--- src/rtl/seven_seg_4dig_scan.sv ---
`default_nettype none
// ============================================================================
//  Module  : seven_seg_4dig_scan
//  Brief   : Four-digit common-anode seven-segment scanner with frame-synced
//            shadow registers, per-slot anti-ghost guard and optional
//            leading-zero blanking.
//  Rev     : 1.0  initial release
// ============================================================================
module seven_seg_4dig_scan #(
   parameter int REFRESH_DIV = 100000,
   parameter int GUARD       = 1000,
   parameter bit LZ_BLANK    = 1'b0
) (
   input  logic        clk,
   input  logic        reset,
   input  logic [15:0] value,
   input  logic [3:0]  dp_in,
   input  logic [3:0]  blank,
   output logic [6:0]  seg,
   output logic        dp,
   output logic [3:0]  an
);

   localparam int               CNT_W      = $clog2(REFRESH_DIV);
   localparam logic [CNT_W-1:0] C_CNT_LAST = CNT_W'(REFRESH_DIV - 1);
   localparam logic [6:0]       C_SEG_OFF  = 7'b1111111;
   localparam logic [3:0]       C_AN_OFF   = 4'b1111;

   function automatic logic [6:0] hex_to_seg(input logic [3:0] h);
      logic [6:0] s;
      case (h)
         4'h0: s = 7'b0000001;
         4'h1: s = 7'b1001111;
         4'h2: s = 7'b0010010;
         4'h3: s = 7'b0000110;
         4'h4: s = 7'b1001100;
         4'h5: s = 7'b0100100;
         4'h6: s = 7'b0100000;
         4'h7: s = 7'b0001111;
         4'h8: s = 7'b0000000;
         4'h9: s = 7'b0000100;
         4'hA: s = 7'b0001000;
         4'hB: s = 7'b1100000;
         4'hC: s = 7'b0110001;
         4'hD: s = 7'b1000010;
         4'hE: s = 7'b0110000;
         4'hF: s = 7'b0111000;
      endcase
      return s;
   endfunction

   logic [CNT_W-1:0] cnt_q, cnt_d;
   logic [1:0]       idx_q, idx_d;
   logic [15:0]      sh_value_q, sh_value_d;
   logic [3:0]       sh_dp_q, sh_dp_d;
   logic [3:0]       sh_blank_q, sh_blank_d;
   logic [6:0]       seg_q, seg_d;
   logic             dp_q, dp_d;
   logic [3:0]       an_q, an_d;

   logic             slot_last;
   logic             in_guard;
   logic [3:0]       cur_nib;
   logic [3:0]       lz_dark;
   logic             digit_dark;

   generate
      if (GUARD > 0) begin : g_guard
         localparam logic [CNT_W-1:0] C_GUARD = CNT_W'(GUARD);
         assign in_guard = (cnt_q < C_GUARD);
      end else begin : g_no_guard
         assign in_guard = 1'b0;
      end
   endgenerate

   // A digit is a leading zero when it and every digit to its left are zero.
   always_comb begin
      lz_dark = 4'b0000;
      if (LZ_BLANK) begin
         lz_dark[3] = (sh_value_q[15:12] == 4'h0);
         lz_dark[2] = lz_dark[3] && (sh_value_q[11:8] == 4'h0);
         lz_dark[1] = lz_dark[2] && (sh_value_q[7:4] == 4'h0);
      end
   end

   always_comb begin
      slot_last  = (cnt_q == C_CNT_LAST);
      cnt_d      = slot_last ? '0 : cnt_q + CNT_W'(1);
      idx_d      = slot_last ? idx_q + 2'd1 : idx_q;
      sh_value_d = sh_value_q;
      sh_dp_d    = sh_dp_q;
      sh_blank_d = sh_blank_q;
      if (slot_last && (idx_q == 2'd3)) begin
         sh_value_d = value;
         sh_dp_d    = dp_in;
         sh_blank_d = blank;
      end
   end

   always_comb begin
      case (idx_q)
         2'd0:    cur_nib = sh_value_q[3:0];
         2'd1:    cur_nib = sh_value_q[7:4];
         2'd2:    cur_nib = sh_value_q[11:8];
         default: cur_nib = sh_value_q[15:12];
      endcase
      digit_dark = sh_blank_q[idx_q] | lz_dark[idx_q];
      an_d       = C_AN_OFF;
      seg_d      = C_SEG_OFF;
      dp_d       = 1'b1;
      if (!in_guard && !digit_dark) begin
         an_d  = ~(4'b0001 << idx_q);
         seg_d = hex_to_seg(cur_nib);
         dp_d  = ~sh_dp_q[idx_q];
      end
   end

   always_ff @(posedge clk) begin
      if (reset) begin
         cnt_q      <= '0;
         idx_q      <= 2'd0;
         sh_value_q <= 16'h0000;
         sh_dp_q    <= 4'b0000;
         sh_blank_q <= 4'b0000;
         seg_q      <= C_SEG_OFF;
         dp_q       <= 1'b1;
         an_q       <= C_AN_OFF;
      end else begin
         cnt_q      <= cnt_d;
         idx_q      <= idx_d;
         sh_value_q <= sh_value_d;
         sh_dp_q    <= sh_dp_d;
         sh_blank_q <= sh_blank_d;
         seg_q      <= seg_d;
         dp_q       <= dp_d;
         an_q       <= an_d;
      end
   end

   assign seg = seg_q;
   assign dp  = dp_q;
   assign an  = an_q;

endmodule
`default_nettype wire
--- config.mk ---
export PLATFORM = sky130hd
export DESIGN_NAME = seven_seg_4dig_scan
export DESIGN_NICKNAME = d
export VERILOG_FILES = /design/src/rtl/seven_seg_4dig_scan.sv
export SDC_FILE = /design/constraint.sdc
export NUM_CORES = 1
export LEC_CHECK = 0
export BUFFER_PORTS_ARGS = -buffer_cell sky130_fd_sc_hd__buf_2
export CORE_ASPECT_RATIO = 1.4
export CORE_MARGIN = 5
export CORE_UTILIZATION = 34
export DETAILED_ROUTE_END_ITERATION = 8
export PLACE_DENSITY = 0.6
export SYNTH_ARGS = -nofsm -noshare
export SYNTH_HDL_FRONTEND = slang
export SYNTH_SLANG_ARGS = --single-unit
--- constraint.sdc ---
create_clock -name clk -period 2.99 [get_ports clk]
set_clock_uncertainty 0.2 [all_clocks]
set_input_delay 0.1495 -clock clk [delete_from_list [all_inputs] [get_ports clk]]
set_output_delay 0.1495 -clock clk [all_outputs]
set_load 0.05 [all_outputs]
* After elaboration in Yosys (flattened, before gate mapping)
Memories as Yosys holds them, arrays and structs flattened. A register that Yosys moved wholly into a read port is not among the register bits.
Cells that the tools add are included.
** Storage, ports and cells
- ROM bits :: 112
- Memories :: 1
- Register bits :: 48
- Output and inout port bits :: 12
** Cells by class
- Reductions and logical operators :: 7
- Add/subtract/negate cells :: 2
- Equal/unequal tests :: 4
- Magnitude comparators :: 2
- Muxes and demuxes :: 7
- Bitwise gates (word level) :: 4
- Shift-type cells :: 1
** Memory list
- (no name shown) :: words 16, bits a word 7, read ports 1, clocked after Yosys merged registers in 1, wr ports 0, RTL line 31 : case (h)
** Operators by type and width (number)
- $add A17 B1 Y17 const B :: 1
- $eq A17 B17 Y1 const B :: 1
- $lt A17 B10 Y1 const B :: 1
- $pmux W4 S3 :: 1
- $bmux W1 S2 :: 3
- $eq A2 B2 Y1 const B :: 2
- $not A4 Y4 :: 1
- $reduce_or A2 Y1 :: 2
- $shl A1 B2 Y4 const A :: 1
- $lt A2 B3 Y1 const B :: 1
- $mux W1 :: 3
- $add A2 B1 Y2 const B :: 1
- $eq A2 B1 Y1 const B :: 1
- $logic_and A1 B1 Y1 :: 2
- $logic_not A1 Y1 :: 2
- $logic_not A2 Y1 :: 1
- $not A1 Y1 :: 2
- $or A1 B1 Y1 :: 1

* Depth between registers and ports, before layout
Gate-level depths: netlist (run 1).
- Depth after elaboration :: 7
- Depth in mapped cells :: 10

* Least setup slack after synthesis (run 1)
No wires, ideal clock.
- Path type :: reg2reg
- Start point :: register idx_q[0]
- End point :: register seg_q[3], in the netlist seg[3]
- Arrival :: 2096 ps
- Library setup time :: 123 ps
- Cell stages (with the launch flop) :: 10
- Buffers on the path :: 0
- Clock period less this slack :: 2419 ps
- Required time :: 2667 ps
- Path slack :: 571 ps
- Path through :: dfxtp_1 -> inv_1 -> ha_1 -> a222oi_1 -> mux2i_1 -> inv_1 -> ha_1 -> a32o_1 -> nor4_1 -> o21ai_0
** Between the ends
- Cells in the longest elaborated chain, start to end :: 7
- Elaborated cells on any way between the ends :: 13
** RTL lines
- start, declared :: RTL line 53 : logic [1:0] idx_q, idx_d;
- start signal, assigned :: RTL line 130 : idx_q <= idx_d;
- $bmux W1 S2 :: RTL line 107 : digit_dark = sh_blank_q[idx_q] | lz_dark[idx_q];
- $mux W1 (not written as such) :: RTL line 107
- $or A1 B1 Y1 :: RTL line 107
- $logic_not A1 Y1 :: RTL line 111 : if (!in_guard && !digit_dark) begin
- $logic_and A1 B1 Y1 :: RTL line 111
- $not A1 Y1 (no source line)
- $reduce_or A2 Y1 (no source line)
- end, declared :: RTL line 57 : logic [6:0] seg_q, seg_d;
Several ways; a longest one is shown, not always the timed one. The select of a mux whose other input is x is not followed.
A chain may end at the register's enable or synchronous reset.

* Worst setup path in the final report (run 1)
- Start point :: register idx_q[1]
- End point :: register seg_q[3], in the netlist seg[3]
The elaborated chain is that of the path after synthesis.

==> results of run 1 <==
state kept, by name, summed over array words and instances (netlist names):
signal      cells
sh_dp_q         4
sh_blank_q      4
idx_q           2
dp              1
sh_value_q     16
cnt_q          17
seg             7
an              4
cell usage in the layout (no fill, tap or decap), types with 3 or more instances in the layout:
master and instances:
dfxtp_1 55, xnor2_1 4, nand2_2 20, nand3_1 6, dlygate4sd3_1 24, a21oi_2 20, buf_2 37, nand2_1 44
mux2_2 3, xor2_1 12, mux2i_1 5, and4_1 3, o221ai_2 3, buf_4 6, nor2_1 24, ha_1 12
inv_1 12, a21oi_1 8, a222oi_1 3, clkbuf_8 5, nand4_1 6, o21ai_0 5
critical path: stages (launching register included):
cell,delay [ps]
dfxtp_1,490
inv_1,100
ha_1,260
a222oi_1,310
mux2i_1,220
inv_1,170
ha_1,260
a32o_1,210
nor4_1,170
o21ai_0,100
layout make-up:
class,instances,share of cell area [%]
multi-input combinational,203,42.8
timing repair buffer,67,14.4
tap,100,3.82
sequential,55,33.6
inverter,12,1.37
clock buffer,6,2.21
clock inverter,2,1.83
cells by family (layout without fill, tap and decap cells):
logic type               Yosys count  count (layout)  synth area share (%)
AO/OA/AOI/OAI                     47              47                  14.7
XOR/XNOR                          16              16                  5.27
adder cells (fa/ha/maj)           12              12                  5.65
buffers and inverters             25              87                  5.84
flip-flops                        55              55                  41.4
multiplexers                      10              10                  4.85
AND/OR/NAND/NOR                  118             118                  22.3
metal layers:
layer | vias to the layer above | routed length [um] | GRT usage, %
li1 | 1083 | - | -
met3 | 11 | 215 | 2.66
met1 | 984 | 2290 | 13.5
met4 | 0 | 135 | 4.86
met5 | - | 0 | 0
met2 | 38 | 3180 | 23.8
how the worst max path moves through the flow:
stage / endpoint / slack, ps / cells past startpoint
finish: seg[3] / 390 / 9
global route: seg[3] / 130 / 9
CTS: seg[3] / 380 / 9
detailed placement: seg[3] / 420 / 9
global placement: seg[3] / 510 / 9
floorplan: seg[3] / 570 / 9
power groups by stage:
stage                     clock network (mW)  logic [mW]  registers (mW)
after floorplan                            0      0.0188           0.755
after global placement                     0      0.0377           0.756
after CTS                              0.590      0.0622           0.739
after global routing                   0.619      0.0679           0.740
final                                  0.578      0.0621           0.739
after detailed placement                   0      0.0380           0.756
==> flow_summary_export.csv, run 1 <==
group,metric,value,unit
cells_and_area,utilization,42.5,%
logic_synthesis,synthArstFlopShare,0,%
cells_and_area,fillerInstances,769,
power_and_ir_drop,pwr-share-clk,41.9,%
timing,fin_crit,2600,ps
timing,finalSetupTns,0,ps
cells_and_area,area_delta_synth_final,23.2,%
timing,setup_viol,0,
clocking,cts-resized-gates,0,
grt,track_usage,12.6,%
clocking,cts_buffers,5,
timing,whs,181,ps
clocking,htree_levels,2,
timing,fmax,0.385,GHz
cells_and_area,finalNonFillerCells,445,
grt,grt_max_degree,30,
cells_and_area,antenna_cells,0,
timing,slew_violations,0,
grt,antenna_found_initial,0,
placement,gp_congestion,0.883,
floorplan,core_area,7700,um2
worst_setup_path,path_max_fanout,7,
power_and_ir_drop,p_sw,272,uW
logic_synthesis,synth_top_area_share,41.4,%
logic_synthesis,yosys_warnings,0,
logic_synthesis,synth-main-ff-cell,"dfxtp_1",
logic_synthesis,synth_top_area_cell,"dfxtp_1",
placement,place_inst,413,
placement,portBuffers,37,
route,drt_wl_total,5810,um
min_path,hold_path_depth,2,
floorplan,dieArea,9710,um2
worst_setup_path,r2r-start,"idx_q[1]",
grt,grt_pass1_vias,2264,
worst_setup_path,crit_path_end_kind,"flop",
logic_synthesis,yosysSeqAreaShare,41.4,%
worst_setup_path,ff2ff_setup_slack,390,ps
cells_and_area,ff_latch_area,1100,um2
cells_and_area,nets,382,
power_and_ir_drop,power_density,421,nW/um2
power_and_ir_drop,power_leakage,1.13,nW
clocking,cts_hold_buffers,24,
status,run_status,"complete, no violations",
min_path,hold_end,"cnt_q[4]",
worst_setup_path,r2r-end,"seg[3]",
route,ant_nets,0,
floorplan,dieWidth,84.7,um
timing,min_period_over_period,87.0,%
worst_setup_path,worstPathRequired,2990,ps
timing,grt_setup_unrepaired,"no",
logic_synthesis,avgSynthCellArea,9.40,um2
placement,placed_area,2900,um2
clocking,cts_root_buffer,"clkbuf_8",
logic_synthesis,synth.most_common_cell,"dfxtp_1",
placement,place_hpwl,4150,um
logic_synthesis,synth_edf_count,0,
power_and_ir_drop,internal_power,1.11,mW
power_and_ir_drop,vdd_drop_max,0.000196,V
grt,gr-total-overflow,0,
route,viasPerCell,4.76,
worst_setup_path,critPathLaunchType,"flop",
power_and_ir_drop,pwr-share-seq,53.6,%
timing,maxSlewHeadroom,39.5,%
logic_synthesis,syn_inst,283,
worst_setup_path,worst_ep_arrival_time,2600,ps
cells_and_area,drive_gt1_share,30.1,%
clocking,path_clk_slew,100,ps
floorplan,die_y,115,um
clocking,clk_latency,310,ps
logic_synthesis,synth.area.top_cells,"dfxtp_1 (41%), a21oi_2 (6.6%), nand2_1 (6.2%), ha_1 (5.6%), nand2_2 (4.7%)",
timing,tightest_slew,883,ps
logic_synthesis,syn-num-nets,321,
route,drc_errors,0,
clocking,cts_setup_buffers,0,
floorplan,pin_count,38,
clocking,cts_buffer_depth,2,
route,drtIter0Drc,114,
clocking,cts_tree,"yes",
logic_synthesis,yosysUniqueCellTypes,42,
timing,hold_violations,0,
timing,setup_slack,389,ps
floorplan,row_count,38,
logic_synthesis,synth_seq_cells,55,
min_path,hp-start,"reset",
cells_and_area,multi_input_area,1400,um2
cells_and_area,design_area,3280,um2
power_and_ir_drop,swShare,19.7,%
logic_synthesis,synthTopCellsByCount,"dfxtp_1 (55), nand2_1 (44), nor2_1 (24), a21oi_2 (20), nand2_2 (20)",
placement,dp_slack,416,ps
floorplan,initial_core_util,34.5,%
logic_synthesis,syn_area,2660,um2
route,dr.pass1.iters,4,
power_and_ir_drop,p_comb_share,4.5,%
route,wl_per_cell,13.1,um
worst_setup_path,reg2regPathDepth,9,
min_path,hp-class,"in2reg",
power_and_ir_drop,p_total,1.38,mW
grt,grt_pass1_wl,10000,um
worst_setup_path,crit_type,"reg2reg",
clocking,clock_sinks,55,
worst_setup_path,cp-startpoint,"idx_q[1]",
run,max_cap_violations,0,
route,vias,2116,
(Power assumes the default switching activity.)
==> inputs of run 2 (changes only) <==
Settings changed: CORE_UTILIZATION 34 to 38, CTS_BUF_LIST from default to sky130_fd_sc_hd__clkbuf_8, PLACE_DENSITY 0.6 to 0.65.
==> flow_summary_export.csv, run 2 (synthesis gave the netlist of run 1 again) <==
group,metric,value,unit
grt,gr-total-overflow,0,
placement,gp_congestion,0.814,
worst_setup_path,cpMaxStageDelayCell,"dfxtp_1",
clocking,cts_buffer_depth,2,
placement,dp_slack,315,ps
grt,grt_pass1_wl,8960,um
worst_setup_path,worstPathRequired,2990,ps
timing,setup_viol,0,
cells_and_area,final_cell_mix,"dfxtp_1 (55), nand2_1 (44), buf_2 (37)",
placement,placed_area,2890,um2
route,viasPerCell,4.69,
route,vias,2057,
floorplan,core_area,6890,um2
power_and_ir_drop,power_density,373,nW/um2
cells_and_area,antenna_cells,0,
clocking,path_clk_slew,90,ps
route,dr.pass1.iters,4,
floorplan,pin_count,38,
grt,grt_pass1_vias,1996,
route,wl_per_cell,11.8,um
power_and_ir_drop,p_sw,267,uW
power_and_ir_drop,swShare,22.2,%
route,drc_errors,0,
timing,tightest_slew,759,ps
clocking,cts_setup_buffers,0,
timing,maxSlewHeadroom,49.4,%
cells_and_area,design_area,3220,um2
power_and_ir_drop,p_total,1.20,mW
grt,antenna_found_initial,0,
worst_setup_path,cp-startpoint,"idx_q[1]",
timing,min_period_over_period,89.5,%
floorplan,initial_core_util,38.6,%
cells_and_area,drive_gt1_share,30.2,%
route,drt_wl_total,5170,um
run,max_cap_violations,0,
worst_setup_path,r2r-start,"idx_q[1]",
power_and_ir_drop,power_leakage,1.10,nW
power_and_ir_drop,pwr-share-clk,33.4,%
worst_setup_path,critPathLaunchType,"flop",
floorplan,dieArea,8790,um2
timing,whs,190,ps
grt,track_usage,12.6,%
grt,grt_max_degree,30,
cells_and_area,nets,381,
power_and_ir_drop,pwr-share-seq,61.5,%
timing,setup_slack,314,ps
floorplan,die_y,109,um
placement,place_hpwl,3760,um
cells_and_area,final_common_cell,"dfxtp_1",
clocking,clock_sinks,55,
route,drtIter0Drc,113,
placement,portBuffers,37,
min_path,hp-class,"in2reg",
worst_setup_path,cp_slowest_stage_delay,480,ps
power_and_ir_drop,p_comb_share,5.1,%
cells_and_area,largest_reg_flops,17,
worst_setup_path,path_max_fanout,11,
floorplan,row_count,36,
timing,fmax,0.374,GHz
status,run_status,"complete, no violations",
timing,finalSetupTns,0,ps
clocking,cts-resized-gates,0,
timing,fin_crit,2680,ps
worst_setup_path,worst_ep_arrival_time,2670,ps
cells_and_area,area_delta_synth_final,21.1,%
power_and_ir_drop,vdd_drop_max,0.000252,V
clocking,cts_tree,"yes",
cells_and_area,top_register,"cnt_q",
worst_setup_path,cp_common_cell,"ha_1",
clocking,cts_root_buffer,"clkbuf_8",
timing,grt_setup_unrepaired,"no",
floorplan,dieWidth,80.7,um
worst_setup_path,crit_path_end_kind,"flop",
worst_setup_path,crit_type,"reg2reg",
clocking,clk_latency,310,ps
clocking,cts_buffers,5,
timing,slew_violations,0,
power_and_ir_drop,internal_power,935,uW
timing,hold_violations,0,
route,ant_nets,0,
worst_setup_path,crit_chain,"ha_1 -> mux2i_1 -> inv_1 -> ha_1 -> nor3b_1 -> nor4_1 -> o21ai_0",
min_path,hp-start,"reset",
clocking,htree_levels,2,
[run 2: cell count changes in the layout (fill, tap and decap cells not counted)]
cell	before	now
buf_4	6	5
clkinv_2	0	1
clkinvlp_4	0	2
clkbuf_1	1	0
bufinv_16	2	0
[run 2: final cells by class]
cell class	count	area, um2
Fill cell	691	3670
Tap cell	95	119
Clock inverter	3	20.0
Multi-Input combinational cell	203	1400
Sequential cell	55	1100
Timing Repair Buffer	66	463
Inverter	12	45.0
Clock buffer	5	68.8
[run 2: stage by stage]
stage	utilization, %	cells
floorplan	-	283
global placement	41.9	407
detailed placement	41.9	407
CTS	46.7	439
global route	46.7	439
finish	46.7	439
[run 2: timing repair]
action / CTS / global route
endpoints found under the hold margin: 24 / 0
hold buffers: 24 / 0
setup endpoints to repair: 0 / 0
[run 2: power groups by stage]
stage	clock [mW]	combinational, mW	sequential, mW
6_report	0.402	0.0611	0.739
2_1_floorplan	0	0.0188	0.755
4_1_cts	0.416	0.0609	0.739
5_1_grt	0.453	0.0677	0.740
3_5_place_dp	0	0.0372	0.756
3_3_place_gp	0	0.0366	0.756
[run 2: metal layers]
layer / global-route usage, % / part of all wire [%] / up-vias / wire (um)
met4: 4.23 / 1.5 / 0 / 79
li1: - / - / 1081 / -
met2: 20.4 / 47 / 39 / 2400
met5: 0 / 0 / - / 0
met3: 2.23 / 4.0 / 6 / 209
met1: 17.0 / 48 / 931 / 2470
[run 2: final timing paths]
path | slack [ps] | cells past startpoint | to
worst max-delay path | 310 | 7 | seg[3]
worst min-delay path | 190 | 2 | cnt_q[4]
worst max register to register | 310 | 7 | seg[3]
worst min register to register | 260 | 2 | sh_dp_q[0]
[run 2: worst max-delay path, delay by kind of cell, from the launching register on]
| kind | cells | cell delay (ps) |
|---|---|---|
| AO/OA/AOI/OAI | 1 | 100 |
| multiplexers | 1 | 450 |
| AND/OR/NAND/NOR | 2 | 370 |
| buffers and inverters | 1 | 170 |
| adder cells (fa/ha/maj) | 2 | 800 |
| flip-flops | 1 | 480 |
==> inputs of run 3 (changes only) <==
Settings changed: CORE_UTILIZATION 38 to 30, HOLD_SLACK_MARGIN from default to 0.12, PLACE_DENSITY 0.65 to 0.55.
==> flow_summary_export.csv, run 3 (synthesis gave the netlist of run 1 again) <==
group,metric,value,unit
clocking,clock_sinks,55,
cells_and_area,largest_reg_flops,17,
route,drtIter0Drc,92,
cells_and_area,drive_gt1_share,30.4,%
worst_setup_path,critPathLaunchType,"flop",
route,viasPerCell,4.66,
run,max_cap_violations,0,
grt,grt_pass1_wl,10100,um
placement,gp_congestion,0.886,
cells_and_area,top_register,"cnt_q",
power_and_ir_drop,vdd_drop_max,0.000193,V
route,vias,2099,
grt,track_usage,11.9,%
worst_setup_path,r2r-start,"idx_q[1]",
status,run_status,"complete, no violations",
min_path,hp-start,"reset",
min_path,hp-class,"in2reg",
floorplan,dieWidth,89.6,um
placement,portBuffers,37,
worst_setup_path,crit_path_end_kind,"flop",
placement,place_inst,418,
floorplan,initial_core_util,30.9,%
timing,fin_crit,2600,ps
clocking,cts_buffers,5,
floorplan,die_y,121,um
cells_and_area,area_delta_synth_final,22.8,%
cells_and_area,finalNonFillerCells,450,
timing,min_period_over_period,86.8,%
clocking,htree_levels,2,
grt,gr-total-overflow,0,
worst_setup_path,path_max_fanout,7,
worst_setup_path,worst_ep_arrival_time,2590,ps
route,drc_errors,0,
timing,tightest_slew,775,ps
clocking,cts_buffer_depth,2,
clocking,clk_latency,300,ps
timing,maxSlewHeadroom,48.3,%
timing,grt_setup_unrepaired,"no",
power_and_ir_drop,power_leakage,1.12,nW
timing,whs,201,ps
timing,finalSetupTns,0,ps
cells_and_area,final_cell_mix,"dfxtp_1 (55), nand2_1 (44), buf_2 (37)",
timing,slew_violations,0,
cells_and_area,antenna_cells,0,
floorplan,row_count,40,
route,wl_per_cell,13.2,um
route,ant_nets,0,
power_and_ir_drop,power_density,397,nW/um2
cells_and_area,nets,382,
clocking,cts_tree,"yes",
route,dr.pass1.iters,4,
placement,place_hpwl,4390,um
grt,grt_pass1_vias,2100,
clocking,path_clk_slew,100,ps
floorplan,dieArea,10900,um2
grt,grt_max_degree,30,
worst_setup_path,worstPathRequired,2980,ps
worst_setup_path,crit_type,"reg2reg",
timing,setup_viol,0,
route,drt_wl_total,5960,um
floorplan,pin_count,38,
floorplan,core_area,8610,um2
timing,fmax,0.385,GHz
grt,antenna_found_initial,0,
timing,hold_violations,0,
worst_setup_path,cp-startpoint,"idx_q[1]",
cells_and_area,final_common_cell,"dfxtp_1",
clocking,cts_root_buffer,"clkbuf_8",
## run 3: cell count changes in the layout (fill, tap and decap cells not counted), sizes merged
cell      delta
clkinvlp     -2
inv          +2
buf          +1
bufinv       +1
clkinv       -1
## run 3: what timing repair did
| action | CTS | global route |
|---|---|---|
| setup buffers | 0 | 0 |
| resized for setup | 0 | 1 |
| endpoints found under the hold margin | 24 | 0 |
| setup endpoints to repair | 0 | 1 |
| hold buffers | 24 | 0 |
## run 3: path summary, 6_finish.rpt
check	slack, ps	cells past startpoint	end
min	200	2	idx_q[1]
min reg2reg	260	2	sh_dp_q[0]
max	390	9	seg[3]
max reg2reg	390	9	seg[3]
## run 3: power breakdown
part	total (mW)	switching (mW)	internal (mW)	leakage, nW
Sequential	0.739	0.00319	0.735	0.444
Clock	0.495	0.245	0.250	0.0599
Combinational	0.0618	0.0255	0.0364	0.621
Total	1.30	0.273	1.02	1.12
## run 3: layout make-up
cell class	instances	area, um2
clock buffer	5	68.8
clock inverter	3	42.5
fill	904	5340
inverter	12	45.0
multi-input combinational	203	1410
sequential	55	1100
tap	105	131
timing repair buffer	67	470
## run 3: metal layers
| layer | wire [um] | track usage, % |
|---|---|---|
| met1 | 2450 | 13.6 |
| met2 | 3290 | 21.7 |
| met3 | 182 | 2.11 |
| met4 | 40 | 3.63 |
| met5 | 0 | 0 |
## run 3: metrics by stage
step | power [mW] | utilization [%] | setup slack, ps | cell area [um2]
floorplan | 0.774 | - | 571 | 2660
global placement | 0.794 | 33.8 | 427 | 2910
detailed placement | 0.794 | 33.8 | 353 | 2910
CTS | 1.32 | 37.9 | 323 | 3260
global route | 1.36 | 37.9 | 110 | 3260
finish | 1.30 | 37.9 | 395 | 3260
## run 3: worst max-delay path, cell delays in order, from the launching register on
cell and delay, ps:
dfxtp_1 470, inv_1 100, ha_1 250, a222oi_1 320, mux2i_1 220, inv_1 180, ha_1 260, nor3b_1 140
nor4_1 210, o21ai_0 110
